--- src/rtl/q_avg_win.sv ---
// q_avg_win: averages 2^LOG2N single-precision Q samples through a pipelined float adder.
// Define Q_AVG_NAN_GUARD_EN to replace Inf/NaN samples with +0.0 and flag them on ovr.
module q_avg_win #(
  parameter int LOG2N = 4,
  parameter int ADD_LAT = 7
) (
  input  logic        clk,
  input  logic        rst,
  input  logic        sta,
  input  logic [31:0] Q,
  output logic [31:0] Q_avg,
  output logic        done_sig,
  output logic        busy,
  output logic        ovr
);
  localparam int LW = $clog2(ADD_LAT + 1);
  typedef enum logic [1:0] {IDLE, ADD, SCALE} state_t;
  state_t state_q, state_d;
  logic [31:0] acc_q, acc_d, pend_q, pend_d, a_q, a_d, b_q, b_d, q_avg_q, q_avg_d;
  logic [LOG2N-1:0] cnt_q, cnt_d;
  logic [LW-1:0] lat_q, lat_d;
  logic pend_v_q, pend_v_d, done_q, done_d, ovr_q, ovr_d, drop;
  logic [ADD_LAT-2:0][31:0] pipe_q, pipe_d;
  logic [31:0] smp, scaled;
  function automatic logic [31:0] fadd(input logic [31:0] x, input logic [31:0] y);
    logic [31:0] a, b;
    logic [8:0] ea, eb, d, e;
    logic [26:0] ma, mb, sh;
    logic [27:0] s;
    logic [24:0] r;
    if (x[30:23] == 8'hff || y[30:23] == 8'hff)
      return (x[30:23] == 8'hff && y[30:23] == 8'hff && x != y) ? 32'h7fc00000 :
             (x[30:23] == 8'hff ? x : y);
    {a, b} = (x[30:0] >= y[30:0]) ? {x, y} : {y, x};
    ea = (a[30:23] == 8'd0) ? 9'd1 : {1'b0, a[30:23]};
    eb = (b[30:23] == 8'd0) ? 9'd1 : {1'b0, b[30:23]};
    ma = {a[30:23] != 8'd0, a[22:0], 3'b0};
    mb = {b[30:23] != 8'd0, b[22:0], 3'b0};
    d = ea - eb;
    if (d >= 9'd27) sh = {26'd0, mb != 27'd0};
    else begin
      sh = mb >> d;
      sh[0] = sh[0] | ((mb & ((27'd1 << d) - 27'd1)) != 27'd0);
    end
    s = (a[31] == b[31]) ? {1'b0, ma} + {1'b0, sh} : {1'b0, ma} - {1'b0, sh};
    if (s == 28'd0) return {a[31] & b[31], 31'b0};
    e = ea;
    if (s[27]) begin
      s = {1'b0, s[27:2], s[1] | s[0]};
      e = e + 9'd1;
    end else
      for (int i = 0; i < 27; i++)
        if (!s[26] && e > 9'd1) begin
          s = s << 1;
          e = e - 9'd1;
        end
    r = {1'b0, s[26:3]} + {24'd0, s[2] & (s[1] | s[0] | s[3])};
    if (r[24]) begin
      r = r >> 1;
      e = e + 9'd1;
    end
    return (e >= 9'd255) ? {a[31], 8'hff, 23'b0} : {a[31], r[23] ? e[7:0] : 8'd0, r[22:0]};
  endfunction
  assign smp = pend_v_q ? pend_q : Q;
`ifdef Q_AVG_NAN_GUARD_EN
  assign drop = smp[30:23] == 8'hff;
`else
  assign drop = 1'b0;
`endif
  // Dividing by 2^LOG2N only moves the exponent; tiny sums flush to signed zero.
  assign scaled = (acc_q[30:23] == 8'hff) ? acc_q :
                  (acc_q[30:23] <= 8'(LOG2N)) ? {acc_q[31], 31'b0} :
                  {acc_q[31], acc_q[30:23] - 8'(LOG2N), acc_q[22:0]};
  always_comb begin
    state_d = state_q;
    acc_d = acc_q;
    cnt_d = cnt_q;
    lat_d = lat_q;
    pend_d = pend_q;
    pend_v_d = pend_v_q;
    a_d = a_q;
    b_d = b_q;
    q_avg_d = q_avg_q;
    done_d = 1'b0;
    ovr_d = ovr_q;
    pipe_d[0] = fadd(a_q, b_q);
    for (int i = 1; i < ADD_LAT - 1; i++) pipe_d[i] = pipe_q[i-1];
    if (state_q == IDLE) begin
      if (pend_v_q || sta) begin
        a_d = (cnt_q == '0) ? 32'h0 : acc_q;
        b_d = drop ? 32'h0 : smp;
        ovr_d = ovr_q | drop;
        pend_d = sta ? Q : pend_q;
        pend_v_d = pend_v_q & sta;
        lat_d = '0;
        state_d = ADD;
      end
    end else begin
      if (sta) begin
        ovr_d = ovr_q | pend_v_q;
        pend_d = pend_v_q ? pend_q : Q;
        pend_v_d = 1'b1;
      end
      if (state_q == ADD) begin
        lat_d = lat_q + 1'b1;
        if (lat_q == LW'(ADD_LAT - 1)) begin
          acc_d = pipe_q[ADD_LAT-2];
          cnt_d = cnt_q + 1'b1;
          state_d = (cnt_q == '1) ? SCALE : IDLE;
        end
      end else begin
        q_avg_d = scaled;
        done_d = 1'b1;
        cnt_d = '0;
        acc_d = 32'h0;
        state_d = IDLE;
      end
    end
  end
  always_ff @(posedge clk) begin
    if (rst) begin
      state_q <= IDLE;
      acc_q <= 32'h0;
      cnt_q <= '0;
      lat_q <= '0;
      pend_q <= 32'h0;
      pend_v_q <= 1'b0;
      a_q <= 32'h0;
      b_q <= 32'h0;
      q_avg_q <= 32'h0;
      done_q <= 1'b0;
      ovr_q <= 1'b0;
      pipe_q <= '0;
    end else begin
      state_q <= state_d;
      acc_q <= acc_d;
      cnt_q <= cnt_d;
      lat_q <= lat_d;
      pend_q <= pend_d;
      pend_v_q <= pend_v_d;
      a_q <= a_d;
      b_q <= b_d;
      q_avg_q <= q_avg_d;
      done_q <= done_d;
      ovr_q <= ovr_d;
      pipe_q <= pipe_d;
    end
  end
  assign Q_avg = q_avg_q;
  assign done_sig = done_q;
  assign busy = state_q != IDLE;
  assign ovr = ovr_q;
endmodule

--- config.mk ---
export PLATFORM = sky130hd
export DESIGN_NAME = q_avg_win
export DESIGN_NICKNAME = d
export VERILOG_FILES = /design/src/rtl/q_avg_win.sv
export SDC_FILE = /design/constraint.sdc
export NUM_CORES = 1
export LEC_CHECK = 0
export BUFFER_PORTS_ARGS = -buffer_cell sky130_fd_sc_hd__buf_2
export CAP_MARGIN = 10
export CORE_MARGIN = 8
export CORE_UTILIZATION = 25
export CTS_CLUSTER_SIZE = 28
export DETAILED_ROUTE_END_ITERATION = 7
export HOLD_SLACK_MARGIN = 0.05
export PLACE_DENSITY = 0.41
export RECOVER_POWER = 100
export SLEW_MARGIN = 20
export SYNTH_ARGS = -nofsm -noshare
export SYNTH_HDL_FRONTEND = slang
export SYNTH_SLANG_ARGS = --single-unit
--- constraint.sdc ---
create_clock -name clk -period 47.9 [get_ports clk]
set_input_delay 0 -clock clk [delete_from_list [all_inputs] [get_ports clk]]
set_output_delay 0 -clock clk [all_outputs]
set_load 0.005 [all_outputs]
==> results of run 1 <==
## sequential cells by signal (all words and copies together), names as in the netlist
signal / count
pipe_d: 160
ovr: 1
done_sig: 1
pipe_q: 32
a_q: 32
pend_v_q: 1
acc_q: 32
pend_q: 32
lat_q: 3
b_q: 32
state_q: 2
cnt_q: 4
Q_avg: 32
## how the worst max path moves through the flow
stage / from / end / slack, ns / depth (start not counted)
after floorplan: b_q[12] / pipe_d[53] / 0.07 / 253
after global placement: b_q[21] / pipe_d[53] / 1.02 / 204
after detailed placement: b_q[21] / pipe_d[53] / 0.46 / 203
after CTS: b_q[21] / pipe_d[39] / 0.23 / 203
after global routing: b_q[24] / pipe_d[54] / -0.15 / 216
final: b_q[29] / pipe_d[54] / 3.61 / 204
## area by class of cell
cell class | instances | area share, %
Multi-Input combinational cell | 5075 | 69.7
Sequential cell | 364 | 15.0
Tap cell | 2310 | 5.94
Timing Repair Buffer | 361 | 5.34
Clock buffer | 47 | 2.06
Inverter | 207 | 1.61
Clock inverter | 15 | 0.393
Antenna cell | 1 | 0.00514
## cells by family after synthesis
group                    share of synthesized area, %
buffers and inverters                            5.96
multiplexers                                     11.9
XOR/XNOR                                         4.46
adder cells (fa/ha/maj)                          4.54
flip-flops                                       16.9
AO/OA/AOI/OAI                                    29.5
AND/OR/NAND/NOR                                  26.7
## timing repair
action                                 CTS  global route
buffers inserted                         0            21
hold buffers                            33             0
setup endpoints to repair                0            31
gates resized for setup                  0            94
endpoints found under the hold margin   67             0
## worst reg2reg max path, delay by kind of cell (launching register included)
kind                     cells  cell delay, ns
buffers and inverters       35            5.11
flip-flops                   1            0.45
multiplexers                 4            1.32
AND/OR/NAND/NOR             53           11.23
adder cells (fa/ha/maj)     25            6.30
XOR/XNOR                     8            1.78
AO/OA/AOI/OAI               79           18.04
## cells in the final DEF, fill, tap and decap left out, types with 70 or more instances in the layout
cell type	count
sky130_fd_sc_hd__o21ai_0	355
sky130_fd_sc_hd__mux2i_1	353
sky130_fd_sc_hd__a21oi_1	449
sky130_fd_sc_hd__o211ai_1	70
sky130_fd_sc_hd__nand2_1	777
sky130_fd_sc_hd__nor3_1	136
sky130_fd_sc_hd__nand3_1	114
sky130_fd_sc_hd__mux2_2	106
sky130_fd_sc_hd__buf_4	251
sky130_fd_sc_hd__nor2_1	661
sky130_fd_sc_hd__a211oi_1	90
sky130_fd_sc_hd__xnor2_1	139
sky130_fd_sc_hd__nor2b_1	181
sky130_fd_sc_hd__ha_1	149
sky130_fd_sc_hd__inv_1	197
sky130_fd_sc_hd__dfxtp_1	358
## metrics by stage
stage               utilization, %  setup WS [ns]
floorplan                        -         0.0742
global placement              27.2           1.02
detailed placement            27.2          0.458
CTS                           28.1          0.232
global route                  28.4         -0.149
finish                        28.4           3.61
## layer usage
metal | routed length, um | track usage, % | vias to the layer above
met3 | 5480 | 0.966 | 175
li1 | - | - | 22000
met1 | 76900 | 22.6 | 21000
met5 | 0 | 0 | -
met4 | 5700 | 4.95 | 0
met2 | 73500 | 27.4 | 982
==> results.md, run 1 <==
| Stage | Item | This run |
|:---|:---|:---|
| clock tree | Clock tree from TritonCTS | built |
| setup path | Kind of cell with the highest combined delay on the critical path | compound AO/OA/AOI/OAI gates |
| setup path | Endpoint type of the worst setup path | register |
| logic synthesis | Average instance area after synthesis | 7.16 um^2 |
| placed design | DP HPWL | 128 mm |
| placed design | Instance area at placement | 46600 um^2 |
| setup path | Total buffers and inverters traversed by the critical path | 35 |
| timing | Final max-slew violation count | 311 |
| clock tree | Clock slew seen by the registers of the worst setup and hold paths | 0.06 ns |
| logic synthesis | Cell taking the most area after synthesis | sky130_fd_sc_hd__dfxtp_1 |
| die | Die boundary width | 431 um |
| placed design | Final Wtd Congestion | 0.958 |
| drt | Iteration count of the initial detailed-routing pass | 6 |
| drt | WL final | 162 mm |
| logic synthesis | Share of the synthesized area in the top cell type | 16.9% |
| drt | Average detailed-routed wire length per instance | 19.3 um |
| logic synthesis | Top-count cell post-synth | sky130_fd_sc_hd__nand2_1 |
| drt | # DRC | 0 |
| setup path | Maximum fanout encountered on the critical timing path | 55 |
| layout | Ratio of cells with drive above 1 in the final layout | 13.3% |
| global routing | Wire length of the first global-routing pass | 251 mm |
| outcome | Result of the run | finished with violations |
| die | Core Region | 171000 um^2 |
| timing | Time the final worst path needs with I/O delays and setup | 44.29 ns |
| worst hold path | Startpoint of the most critical hold path | Q[24] |
| die | Vertical die dimension | 431 um |
| timing | Post-Route Skew | 0.0323 ns |
| setup path | Endpoint required time on the critical path | 48.33 ns |
| timing | Total Negative Setup Slacks | 0 ns |
| setup path | Kind of critical path | register to register |
| global routing | Vias in the first global route | 42.2k |
| logic synthesis | Primary flip-flop cell chosen by synthesis mapping | sky130_fd_sc_hd__dfxtp_1 |
| setup path | Worst reg2reg path startpoint | b_q[29] |
| clock tree | Number of buffers created by CTS | 36 |
| clock tree | Cell at the root of the clock tree | sky130_fd_sc_hd__clkbuf_16 |
| drt | Via count of the routed design | 44.2k |
| timing | Number of setup violations in the final report | 0 |
| logic synthesis | Commonest cells post-synth | sky130_fd_sc_hd__nand2_1 (781), sky130_fd_sc_hd__nor2_1 (674), sky130_fd_sc_hd__a21oi_1 (458) |
| die | Number of rows created at floorplan | 152 |
| drt | Via-per-instance ratio | 5.28 |
| drt | First-iteration detailed-routing DRC count | 3071 |
| die | Starting utilization of the core area | 25.1% |
| layout | Storage cell area | 7290 um^2 |
| logic synthesis | Count of unique library cells instantiated by Yosys | 171 |
| global routing | Global-route usage over all layers | 16.4% |
| placed design | Port Buffer Count | 69 |
| global routing | Global route overflow | 0 |
| logic synthesis | Sequential share of the synthesized area | 16.9% |
| setup path | Most repeated library cell on the critical path | sky130_fd_sc_hd__ha_1 |
| worst hold path | Endpoint of the worst hold path | pend_q[24] |
| global routing | Maximum number of pins on one net before global-route repair | 95 |
| timing | Period utilization | 92.5% |
| timing | Achievable frequency | 0.0226 GHz |
| clock tree | Max clock buf depth | 3 |
| layout | Area growth from synthesis to final layout | 13.1% |
| die | I/O pin count | 70 |
| setup path | Cell with the largest stage delay on the worst path | sky130_fd_sc_hd__or4b_4 |
| setup path | Worst r2r dst | pipe_d[54] |
| timing | Hold Vio Cnt, Final | 0 |
| global routing | Initial antenna violation count | 1 |
| logic synthesis | Synth area leaders | sky130_fd_sc_hd__dfxtp_1 (17%), sky130_fd_sc_hd__mux2i_1 (8.3%), sky130_fd_sc_hd__nand2_1 (6.8%) |
| timing | Worst hold-check slack | 0.261 ns |
| placed design | Instance count after placement with tap cells included | 8260 |
| outcome | Failing checks | max-capacitance violations, max-slew violations |
| logic synthesis | Number of flops mapped to enable cells by yosys | 0 |
| logic synthesis | Cell area after synthesis | 43000 um^2 |
| layout | Post-route insts no fill | 8380 |
| setup path | Worst reg-to-reg path cell count | 204 |
| worst hold path | Number of cells on the worst hold path | 4 |
| setup path | Sort of element at the start of the critical path | register |
| logic synthesis | Mapped Nets | 6196 |
| timing | Actual transition at the worst max-transition pin | 4.36 ns |
| job | Reported max-cap violation count | 4 |
| logic synthesis | Count of warnings emitted by yosys | 0 |
| setup path | Crit path DAT | 44.72 ns |
| logic synthesis | Count of state elements after synthesis | 364 |
| clock tree | # clock sinks | 364 |
| layout | Area of combinational cells with multiple inputs | 33900 um^2 |
| setup path | Slowest stage delay, CP | 0.59 ns |
| worst hold path | Kind of path behind the tightest hold check | input pin to register |
| drt | Antenna-violating nets left | 0 |
| logic synthesis | Post-synthesis instance total | 6006 |
| timing | Headroom to the max-slew limit | -191% |
| logic synthesis | Share of flip-flops with an asynchronous set or reset | 0% |
| layout | Final #Nets | 6235 |
| layout | Filler cell count | 18.9k |
| die | Die Outline Area | 186000 um^2 |
| clock tree | Clock insertion delay at the later pin of the skew report | 0.56 ns |
| clock tree | H-Tree Level Count | 2 |
| setup path | Register-to-register path setup slack | 3.61 ns |
| layout | Summed area of non-filler cells in the final layout | 48700 um^2 |
Power of run 1 is left out: the tool's default activity adds up to more than one toggle a clock period on the data nets, which glitch-free logic cannot reach.
==> run 2, diff against run 1 <==
Settings changed: RECOVER_POWER 100 to not set.
==> run 2 against run 1 <==
  * Cell count about the same
  * Maximum frequency rose by 0.10%
  * Sequential share of layout area about the same
  * Critical path depth fell by 1
  * First-iteration DRC count grew 1.7%
  * Core utilization about the same
  * Critical endpoint unchanged
  * Register-to-register slack better by 0.05 ns
  * The flow now finishes without violations
  * Die area is the same
  * Design area rose by 0.12%
==> results.md, run 2 (synthesized netlist as in run 1, its figures left out) <==
| Stage | Item | This run | Change |
|:---|:---|:---|:---|
| outcome | Result of the run | completed | was finished with violations |
| setup path | Most repeated library cell on the critical path | sky130_fd_sc_hd__ha_1 | unchanged |
| timing | Headroom to the max-slew limit | 11.3% | was -191% |
| layout | Most frequent standard cell in the layout excluding fill and tap cells | sky130_fd_sc_hd__nand2_1 | unchanged |
| timing | Total Negative Setup Slacks | 0 ns | unchanged |
| worst hold path | Kind of path behind the tightest hold check | input pin to register | unchanged |
| layout | Area growth from synthesis to final layout | 13.3% | was 13.1% |
| die | I/O pin count | 70 | unchanged |
| placed design | Final Wtd Congestion | 0.958 | unchanged |
| drt | Via count of the routed design | 44.1k | was 44.2k |
| global routing | Vias in the first global route | 42.2k | unchanged |
| drt | First-iteration detailed-routing DRC count | 3123 | was 3071 |
| setup path | Cell with the largest stage delay on the worst path | sky130_fd_sc_hd__or4b_4 | unchanged |
| global routing | Wire length of the first global-routing pass | 251 mm | unchanged |
| die | Number of rows created at floorplan | 152 | unchanged |
| setup path | Endpoint type of the worst setup path | register | unchanged |
| clock tree | # clock sinks | 364 | unchanged |
| layout | Filler cell count | 18.9k | about the same |
| layout | Number of flip-flops in the largest register | 160 | unchanged |
| layout | Ratio of cells with drive above 1 in the final layout | 13.9% | was 13.3% |
| timing | Time the final worst path needs with I/O delays and setup | 44.25 ns | was 44.29 ns |
| job | Reported max-cap violation count | 0 | was 4 |
| setup path | Kind of critical path | register to register | unchanged |
| global routing | Global-route usage over all layers | 16.4% | unchanged |
| clock tree | Clock insertion delay at the later pin of the skew report | 0.56 ns | about the same |
| clock tree | H-Tree Level Count | 2 | unchanged |
| drt | Antenna-violating nets left | 0 | unchanged |
| clock tree | Clock slew seen by the registers of the worst setup and hold paths | 0.07 ns | was 0.06 ns |
| timing | Worst hold-check slack | 0.0344 ns | was 0.261 ns |
| die | Vertical die dimension | 431 um | unchanged |
| layout | Final #Nets | 6235 | unchanged |
| timing | Post-Route Skew | 0.0334 ns | was 0.0323 ns |
| global routing | Maximum number of pins on one net before global-route repair | 95 | unchanged |
| clock tree | Number of buffers created by CTS | 36 | unchanged |
| clock tree | Clock tree from TritonCTS | built | unchanged |
| drt | # DRC | 0 | unchanged |
| timing | Final max-slew violation count | 0 | was 311 |
| placed design | Instance count after placement with tap cells included | 8260 | unchanged |
| drt | WL final | 162 mm | about the same |
| timing | Hold Vio Cnt, Final | 0 | unchanged |
| die | Core Region | 171000 um^2 | unchanged |
| die | Die boundary width | 431 um | unchanged |
| timing | Achievable frequency | 0.0226 GHz | about the same |
| global routing | Global route overflow | 0 | unchanged |
| timing | Number of setup violations in the final report | 0 | unchanged |
| setup path | Endpoint required time on the critical path | 48.33 ns | about the same |
| layout | Post-layout utilization of the core | 28.4% | about the same |
| timing | Period utilization | 92.4% | was 92.5% |
| clock tree | Cell at the root of the clock tree | sky130_fd_sc_hd__clkbuf_16 | unchanged |
| global routing | Initial antenna violation count | 1 | unchanged |
| setup path | Slowest stage delay, CP | 0.59 ns | about the same |
| layout | Post-route insts no fill | 8379 | was 8380 |
| timing | Actual transition at the worst max-transition pin | 1.31 ns | was 4.36 ns |
| layout | Number of diodes added for antenna fixing | 0 | was 1 |
| drt | Via-per-instance ratio | 5.26 | was 5.28 |
| placed design | Port Buffer Count | 69 | unchanged |
| setup path | Crit path DAT | 44.68 ns | was 44.72 ns |
| layout | Most frequent cells in the layout | sky130_fd_sc_hd__nand2_1 (777), sky130_fd_sc_hd__nor2_1 (660), sky130_fd_sc_hd__a21oi_1 (449), sky130_fd_sc_hd__dfxtp_1 (358), sky130_fd_sc_hd__o21ai_0 (354) | was sky130_fd_sc_hd__nand2_1 (777), sky130_fd_sc_hd__nor2_1 (661), sky130_fd_sc_hd__a21oi_1 (449), sky130_fd_sc_hd__dfxtp_1 (358), sky130_fd_sc_hd__o21ai_0 (355) |
| setup path | Sort of element at the start of the critical path | register | unchanged |
| clock tree | Max clock buf depth | 3 | unchanged |
| drt | Iteration count of the initial detailed-routing pass | 6 | unchanged |
| setup path | Maximum fanout encountered on the critical timing path | 55 | unchanged |
| placed design | DP HPWL | 128 mm | unchanged |
| die | Starting utilization of the core area | 25.1% | unchanged |
| drt | Average detailed-routed wire length per instance | 19.3 um | about the same |
| die | Die Outline Area | 186000 um^2 | unchanged |
## run 2: cell types whose count changed in the layout (fill, tap and decap cells not counted)
cell	change
sky130_fd_sc_hd__clkbuf_1	-34
sky130_fd_sc_hd__buf_2	+30
sky130_fd_sc_hd__buf_4	+4
sky130_fd_sc_hd__or2_0	-2
sky130_fd_sc_hd__or2_2	+2
sky130_fd_sc_hd__clkbuf_4	-1
sky130_fd_sc_hd__clkbuf_8	+1
sky130_fd_sc_hd__diode_2	-1
sky130_fd_sc_hd__nor2_1	-1
sky130_fd_sc_hd__nor2_2	+1
sky130_fd_sc_hd__o21ai_0	-1
sky130_fd_sc_hd__o21ai_1	+1
## run 2: metal layers
layer | global-route usage, % | wire length [um] | vias up
met2 | 27.4 | 73500 | 938
met3 | 0.966 | 5450 | 167
li1 | - | - | 22000
met5 | 0 | 0 | -
met4 | 4.95 | 5530 | 0
met1 | 22.6 | 77100 | 21000
## run 2: through the flow
stage / area, um^2 / setup WS [ns]
floorplan: 43200 / 0.0742
global placement: 46600 / 1.02
detailed placement: 46600 / 0.458
CTS: 48100 / 0.232
global route: 48700 / -0.121
finish: 48700 / 3.65
## run 2: critical path: cells and delay by family (launching register included)
family	cells	cell delay, ns
mux	4	1.30
flops	1	0.45
fa+ha+maj	25	6.28
xor+xnor	8	1.76
compound gates	76	17.59
simple gates	55	11.68
buf+inv	35	5.02
## run 2: cell type report
class	count	area, um^2	share of cell area (%)
inverter	207	782	1.60
sequential	364	7290	15.0
clock buffer	47	1000	2.06
multi-input combinational	5075	33900	69.6
timing repair buffer	361	2660	5.45
clock inverter	15	191	0.393
tap	2310	2890	5.93
## run 2: repair_timing
action	CTS	global route
endpoints found under the setup margin	0	31
gates resized for setup	0	94
hold buffers	33	0
endpoints found under the hold margin	67	0
buffers inserted	0	21
## run 2: worst paths after layout
kind / startpoint / cells after the start / endpoint / slack [ns]
min reg2reg: pipe_d[63] / 1 / pipe_d[95] / 0.41
max reg2reg: b_q[29] / 203 / pipe_d[54] / 3.65
max: b_q[29] / 203 / pipe_d[54] / 3.65
min: rst / 2 / a_q[23] / 0.03
Power of run 2 is left out for the same reason.
